## src/rtl/poly_rom_loader.sv

```systemverilog
// poly_rom_loader
//   Sequences the hps_io ioctl download stream into the Poly-Play ROM write
//   port through a 2-entry FIFO, latches the title number, and holds the game
//   core in reset until a complete ROM image has been written.
//
//   Optional feature macro: POLY_ROM_CHECKSUM_EN
//     defined   : checksum is the mod-256 sum of accepted image bytes
//     undefined : checksum is tied to 8'h00
//
// Ports
//   clk_sys        in   1   system clock, rising edge
//   reset_n        in   1   synchronous active-low reset
//   ioctl_download in   1   hps_io transfer in progress
//   ioctl_wr       in   1   byte strobe
//   ioctl_addr     in   25  byte address
//   ioctl_dout     in   8   byte data
//   ioctl_index    in   8   file/slot index
//   ioctl_wait     out  1   back-pressure (FIFO full)
//   rom_ready      in   1   ROM port can take a write this cycle
//   rom_we         out  1   ROM write strobe
//   rom_addr       out  16  ROM write address
//   rom_data       out  8   ROM write data
//   cpu_hold       out  1   core reset request, active high
//   load_done      out  1   image loaded, core released
//   load_err       out  1   a byte was dropped during this download
//   tno            out  8   title number
//   checksum       out  8   running byte sum of the image
module poly_rom_loader #(
   parameter int unsigned ROM_BYTES   = 49152,
   parameter logic [7:0]  ROM_INDEX   = 8'd0,
   parameter logic [7:0]  TNO_INDEX   = 8'd1,
   parameter int unsigned HOLD_CYCLES = 16
) (
   input  logic        clk_sys,
   input  logic        reset_n,
   input  logic        ioctl_download,
   input  logic        ioctl_wr,
   input  logic [24:0] ioctl_addr,
   input  logic [7:0]  ioctl_dout,
   input  logic [7:0]  ioctl_index,
   output logic        ioctl_wait,
   input  logic        rom_ready,
   output logic        rom_we,
   output logic [15:0] rom_addr,
   output logic [7:0]  rom_data,
   output logic        cpu_hold,
   output logic        load_done,
   output logic        load_err,
   output logic [7:0]  tno,
   output logic [7:0]  checksum
);

   localparam logic [24:0] LP_ROM_BYTES = 25'(ROM_BYTES);
   localparam logic [7:0]  LP_HOLD_INIT = 8'(HOLD_CYCLES - 1);

   typedef enum logic [2:0] {
      ST_IDLE,
      ST_LOAD,
      ST_FLUSH,
      ST_HOLD,
      ST_RUN
   } state_t;

   state_t      r_state;
   logic [7:0]  r_hold_cnt;
   logic        r_cpu_hold;
   logic        r_load_done;
   logic        r_load_err;
   logic [7:0]  r_tno;

   logic [1:0]  r_count;
   logic [23:0] r_e0;
   logic [23:0] r_e1;
   logic        r_rom_we;
   logic [15:0] r_rom_addr;
   logic [7:0]  r_rom_data;

   logic        w_rom_idx;
   logic        w_in_range;
   logic        w_rom_wr;
   logic        w_push_try;
   logic        w_pop;
   logic        w_push;
   logic        w_enter_load;
   logic [23:0] w_in;
   logic [23:0] w_head;

   assign w_rom_idx    = (ioctl_index == ROM_INDEX);
   assign w_in_range   = (ioctl_addr < LP_ROM_BYTES);
   assign w_rom_wr     = ioctl_wr & w_rom_idx & (r_state == ST_LOAD);
   assign w_push_try   = w_rom_wr & w_in_range;
   // An empty FIFO forwards the incoming byte straight to the ROM port,
   // so a write can appear the cycle after its strobe.
   assign w_pop        = rom_ready & ((r_count != 2'd0) | w_push_try);
   assign w_push       = w_push_try & ((r_count != 2'd2) | w_pop);
   assign w_enter_load = ioctl_download & w_rom_idx & (r_state != ST_LOAD);
   assign w_in         = {ioctl_addr[15:0], ioctl_dout};
   assign w_head       = (r_count == 2'd0) ? w_in : r_e0;

   assign ioctl_wait = (r_count == 2'd2);
   assign rom_we     = r_rom_we;
   assign rom_addr   = r_rom_addr;
   assign rom_data   = r_rom_data;
   assign cpu_hold   = r_cpu_hold;
   assign load_done  = r_load_done;
   assign load_err   = r_load_err;
   assign tno        = r_tno;

`ifdef POLY_ROM_CHECKSUM_EN
   logic [7:0] r_sum;
   assign checksum = r_sum;
`else
   assign checksum = 8'h00;
`endif

   // FIFO and ROM write port
   always_ff @(posedge clk_sys) begin
      if (!reset_n) begin
         r_count    <= '0;
         r_e0       <= '0;
         r_e1       <= '0;
         r_rom_we   <= 1'b0;
         r_rom_addr <= '0;
         r_rom_data <= '0;
      end else begin
         r_rom_we <= w_pop;
         if (w_pop) begin
            {r_rom_addr, r_rom_data} <= w_head;
         end
         case ({w_push, w_pop})
            2'b10: begin
               if (r_count == 2'd0) r_e0 <= w_in;
               else                 r_e1 <= w_in;
               r_count <= r_count + 2'd1;
            end
            2'b01: begin
               r_e0    <= r_e1;
               r_count <= r_count - 2'd1;
            end
            2'b11: begin
               // count 0 is a pure bypass: nothing is stored
               if (r_count == 2'd1) begin
                  r_e0 <= w_in;
               end else if (r_count == 2'd2) begin
                  r_e0 <= r_e1;
                  r_e1 <= w_in;
               end
            end
            default: ;
         endcase
      end
   end

   // Load sequencer with registered core-control outputs
   always_ff @(posedge clk_sys) begin
      if (!reset_n) begin
         r_state     <= ST_IDLE;
         r_hold_cnt  <= '0;
         r_cpu_hold  <= 1'b1;
         r_load_done <= 1'b0;
         r_load_err  <= 1'b0;
         r_tno       <= '0;
`ifdef POLY_ROM_CHECKSUM_EN
         r_sum       <= '0;
`endif
      end else begin
         if (ioctl_wr && (ioctl_index == TNO_INDEX)) begin
            r_tno <= ioctl_dout;
         end
         if (w_enter_load) begin
            r_state     <= ST_LOAD;
            r_cpu_hold  <= 1'b1;
            r_load_done <= 1'b0;
            r_load_err  <= 1'b0;
`ifdef POLY_ROM_CHECKSUM_EN
            r_sum       <= '0;
`endif
         end else begin
            case (r_state)
               ST_IDLE: begin
                  r_cpu_hold <= 1'b1;
               end
               ST_LOAD: begin
                  // covers both out-of-range and FIFO-overrun drops
                  if (w_rom_wr && !w_push) begin
                     r_load_err <= 1'b1;
                  end
`ifdef POLY_ROM_CHECKSUM_EN
                  if (w_push) begin
                     r_sum <= r_sum + ioctl_dout;
                  end
`endif
                  if (!ioctl_download) begin
                     r_state <= ST_FLUSH;
                  end
               end
               ST_FLUSH: begin
                  if (r_count == 2'd0) begin
                     r_state    <= ST_HOLD;
                     r_hold_cnt <= LP_HOLD_INIT;
                  end
               end
               ST_HOLD: begin
                  if (r_hold_cnt == 8'd0) begin
                     r_state     <= ST_RUN;
                     r_cpu_hold  <= 1'b0;
                     r_load_done <= 1'b1;
                  end else begin
                     r_hold_cnt <= r_hold_cnt - 8'd1;
                  end
               end
               ST_RUN: ;
               default: r_state <= ST_IDLE;
            endcase
         end
      end
   end

endmodule

```

## config.mk

```make
export PLATFORM = sky130hd
export DESIGN_NAME = poly_rom_loader
export DESIGN_NICKNAME = d
export VERILOG_FILES = /design/src/rtl/poly_rom_loader.sv
export SDC_FILE = /design/constraint.sdc
export NUM_CORES = 1
export LEC_CHECK = 0
export BUFFER_PORTS_ARGS = -buffer_cell sky130_fd_sc_hd__buf_2
export CAP_MARGIN = 10
export CELL_PAD_IN_SITES_DETAIL_PLACEMENT = 1
export CELL_PAD_IN_SITES_GLOBAL_PLACEMENT = 2
export CORE_MARGIN = 1
export CORE_UTILIZATION = 35
export CTS_CLUSTER_SIZE = 10
export DETAILED_ROUTE_END_ITERATION = 10
export HOLD_SLACK_MARGIN = 0.15
export PLACE_DENSITY = 0.83
export SYNTH_ARGS = -nofsm -noshare
export SYNTH_HDL_FRONTEND = slang
export SYNTH_SLANG_ARGS = --single-unit
```

## constraint.sdc

```tcl
create_clock -name clk_sys -period 6.3 [get_ports clk_sys]
set_input_delay 0.945 -clock clk_sys [delete_from_list [all_inputs] [get_ports clk_sys]]
set_output_delay 0.945 -clock clk_sys [all_outputs]
set_load 0.005 [all_outputs]
```

==> impl_metrics.json <==
{
  "status": "completed",
  "final_cell_mix": "97 x dfxtp_1, 91 x mux2i_1, 90 x nor2_1, 82 x buf_2, 46 x a21oi_1",
  "die_x_microns": 124,
  "cp_slowest_cell": "a21oi_4",
  "ys.flop_type": "dfxtp_1",
  "min_path_type": "flip-flop to flip-flop",
  "fin_area_sq_um": 5910,
  "p_per_area_nw_per_um2": 297,
  "multi_input_area_sq_um": 2860,
  "antenna_cells": 0,
  "drt_pass1_iterations": 4,
  "drt_wl_total_microns": 15300,
  "start_kind": "primary input",
  "grt_max_degree": 64,
  "io_pins": 91,
  "start_util_pct": 35.8,
  "viasPerCell": 5.52,
  "ctsResizeCount": 0,
  "finalClockSkew_ps": 7.44,
  "grt_pass1_vias": 4670,
  "grt-ovfl-total": 0,
  "final_common_cell": "dfxtp_1",
  "fill_cells": 1778,
  "cp_num_buf_inv": 2,
  "final_util_pct": 40.7,
  "pre_cts_slack_ps": 2220,
  "core-area_sq_um": 14500,
  "cts_root_buf": "clkbuf_16",
  "syn-cell-area_sq_um": 5200,
  "numCtsBuffers": 9,
  "max-vdd-ir-drop_mv": 0.191,
  "finalCritPeriodShare_pct": 60.0,
  "clock_latency_ps": 360,
  "regToRegSetupSlack_ps": 3350,
  "grt_pass1_wl_microns": 24100,
  "setup_slack_ps": 2520,
  "drtAntennaViolNets": 0,
  "regArea_sq_um": 1940,
  "dpl_cell_area_sq_um": 5640,
  "antenna_found_initial": 0,
  "final_layout_size_suffix_gt1_share_pct": 18.1,
  "r2r_end": "r_e0[18]",
  "hold-path-cell-count": 2,
  "cts_max_path_buffers": 2,
  "ys_seq_elements": 97,
  "critPathCaptureType": "flip-flop",
  "yosysSeqAreaShare_pct": 37.3,
  "worstReg2RegStart": "r_count[1]",
  "synthDistinctLibCells": 57,
  "p_leak_nw": 2.39,
  "postCtsHoldBufs": 0,
  "synthCells": 589,
  "arrival_ps": 3970,
  "drt_iter0_markers": 202,
  "hold_path_end": "load_done",
  "rsz0062_at_grt": "no",
  "min_from": "load_done",
  "cp_cell_sequence": "buf_2 -> nor4_1 -> nand3_1 -> or2_1 -> buf_4 -> a21oi_4 -> a211oi_1",
  "dp_hpwl_microns": 9880,
  "area.growth.synth_to_final_pct": 13.6,
  "critical_path_class": "primary input to flip-flop",
  "synth_warnings": 0,
  "setup_tns_ps": 0,
  "max_freq_mhz": 264,
  "worst_slew_pin_slew_ps": 1000,
  "finalCriticalPeriod_ps": 3780,
  "synth_enable_flop_cells": 0,
  "r2r_cells": 7,
  "crit_family": "simple AND/OR/NAND/NOR gates",
  "drcViolationCount": 0,
  "cts.sinks": 97,
  "cts_setup_buffers": 0,
  "fin_nets": 694,
  "cts_tree": "yes",
  "routedWlPerCell_microns": 18.4,
  "portBuffers": 82,
  "finalSetupViolations": 0,
  "gp_congestion": 0.780,
  "drv_slew": 0,
  "hold_viol": 0,
  "fp-row-count": 44,
  "die_h_microns": 124,
  "critical_path.max_stage_delay_ps": 720,
  "crit_path_max_fanout": 24,
  "required_ps": 6490,
  "p_total_mw": 1.76,
  "vias": 4581,
  "drv_cap": 0,
  "dieArea_sq_um": 15300,
  "cts_max_level": 3,
  "syn_area_per_cell_sq_um": 8.83,
  "track_usage_pct": 20.7,
  "slew_headroom_pct": 33.0,
  "clkTransAtPathRegs_ps": 70,
  "synth-async-reset-ratio_pct": 0
}
worst reg2reg max path, delay by kind of cell, from the launching register on:
family | cells | cell delay (ps)
simple gates | 2 | 840
buf+inv | 1 | 90
fa+ha+maj | 1 | 330
compound gates | 3 | 1230
flops | 1 | 380
cell type report:
| type | instances | share of cell area, % |
|---|---|---|
| well taps | 184 | 3.90 |
| clock buffers | 11 | 4.28 |
| multi-input cells | 410 | 48.5 |
| flip-flops and latches | 97 | 32.9 |
| inverters | 35 | 2.22 |
| repair buffers | 90 | 7.96 |
| clock inverters | 3 | 0.296 |
where the power goes:
part           internal [mW]  switching, mW  leakage (nW)
Clock                  0.284          0.237         0.133
Sequential             0.660         0.0246         0.785
Combinational          0.203          0.349          1.48
Total                   1.15          0.610          2.39
state kept, by name, summed over array words and instances, names as in the netlist:
name and flops:
cpu_hold 1, load_done 1, load_err 1, r_count 2, r_e0 24, r_e1 24, r_hold_cnt 8, r_state 3
rom_addr 16, rom_data 8, rom_we 1, tno 8
synthesized netlist by cell type (all sizes together) (2+ instances only):
cell type | n | share of area [%]
a21oi | 47 | 4.7
or2 | 3 | 0.36
a211oi | 26 | 3.8
a31oi | 11 | 1.3
nand4 | 6 | 1.0
inv | 35 | 2.5
nor2 | 90 | 6.5
nor3 | 6 | 0.67
a21o | 2 | 0.29
nand2b | 4 | 0.48
nand3 | 5 | 0.48
nor2b | 2 | 0.24
o21ai | 5 | 0.55
ha | 5 | 1.2
o21a | 2 | 0.29
or3 | 2 | 0.24
and2 | 13 | 1.6
o32ai | 23 | 3.9
o211ai | 2 | 0.55
a311oi | 2 | 0.34
clkbuf | 24 | 1.7
o22ai | 3 | 0.36
o31ai | 2 | 0.55
a41o | 2 | 0.39
buf | 30 | 3.9
nor4b | 2 | 0.63
and3 | 9 | 1.1
dfxtp | 97 | 37
nor4 | 3 | 0.65
nor3b | 3 | 0.43
a2111oi | 13 | 2.2
nand2 | 8 | 0.58
mux2i | 91 | 18
worst max path at each step:
stage | slack, ps | from | to | cells after the start
2_1_floorplan | 3750 | ioctl_addr[19] | r_e0[12] | 7
3_3_place_gp | 2330 | ioctl_addr[19] | rom_addr[10] | 7
3_5_place_dp | 2220 | ioctl_addr[19] | rom_addr[10] | 7
4_1_cts | 2600 | ioctl_addr[19] | rom_addr[14] | 7
5_1_grt | 2420 | ioctl_addr[19] | rom_addr[14] | 7
6_report | 2520 | ioctl_addr[19] | rom_data[5] | 7
cells by family after synthesis:
logic type               count (synthesis)  synth area share [%]
buffers and inverters                   89                  8.13
flip-flops                              97                  37.3
other                                    1                0.0721
XOR/XNOR                                 1                 0.168
AND/OR/NAND/NOR                        160                  15.5
adder cells (fa/ha/maj)                  5                  1.20
AO/OA/AOI/OAI                          145                  20.0
multiplexers                            91                  17.5
through the flow:
step	hold WS (ps)	cells
after global placement	452	816
after global routing	496	830
after floorplan	436	596
after CTS	475	830
final	471	830
after detailed placement	458	816
routing by layer:
metal	up-vias	global-route usage, %	wire [microns]
met1	2257	25.8	6890
met4	0	6.99	239
met5	-	0	0
met3	18	4.67	528
met2	80	35.0	7610
li1	2226	-	-
No activity file was read; power rests on OpenSTA's default activity.
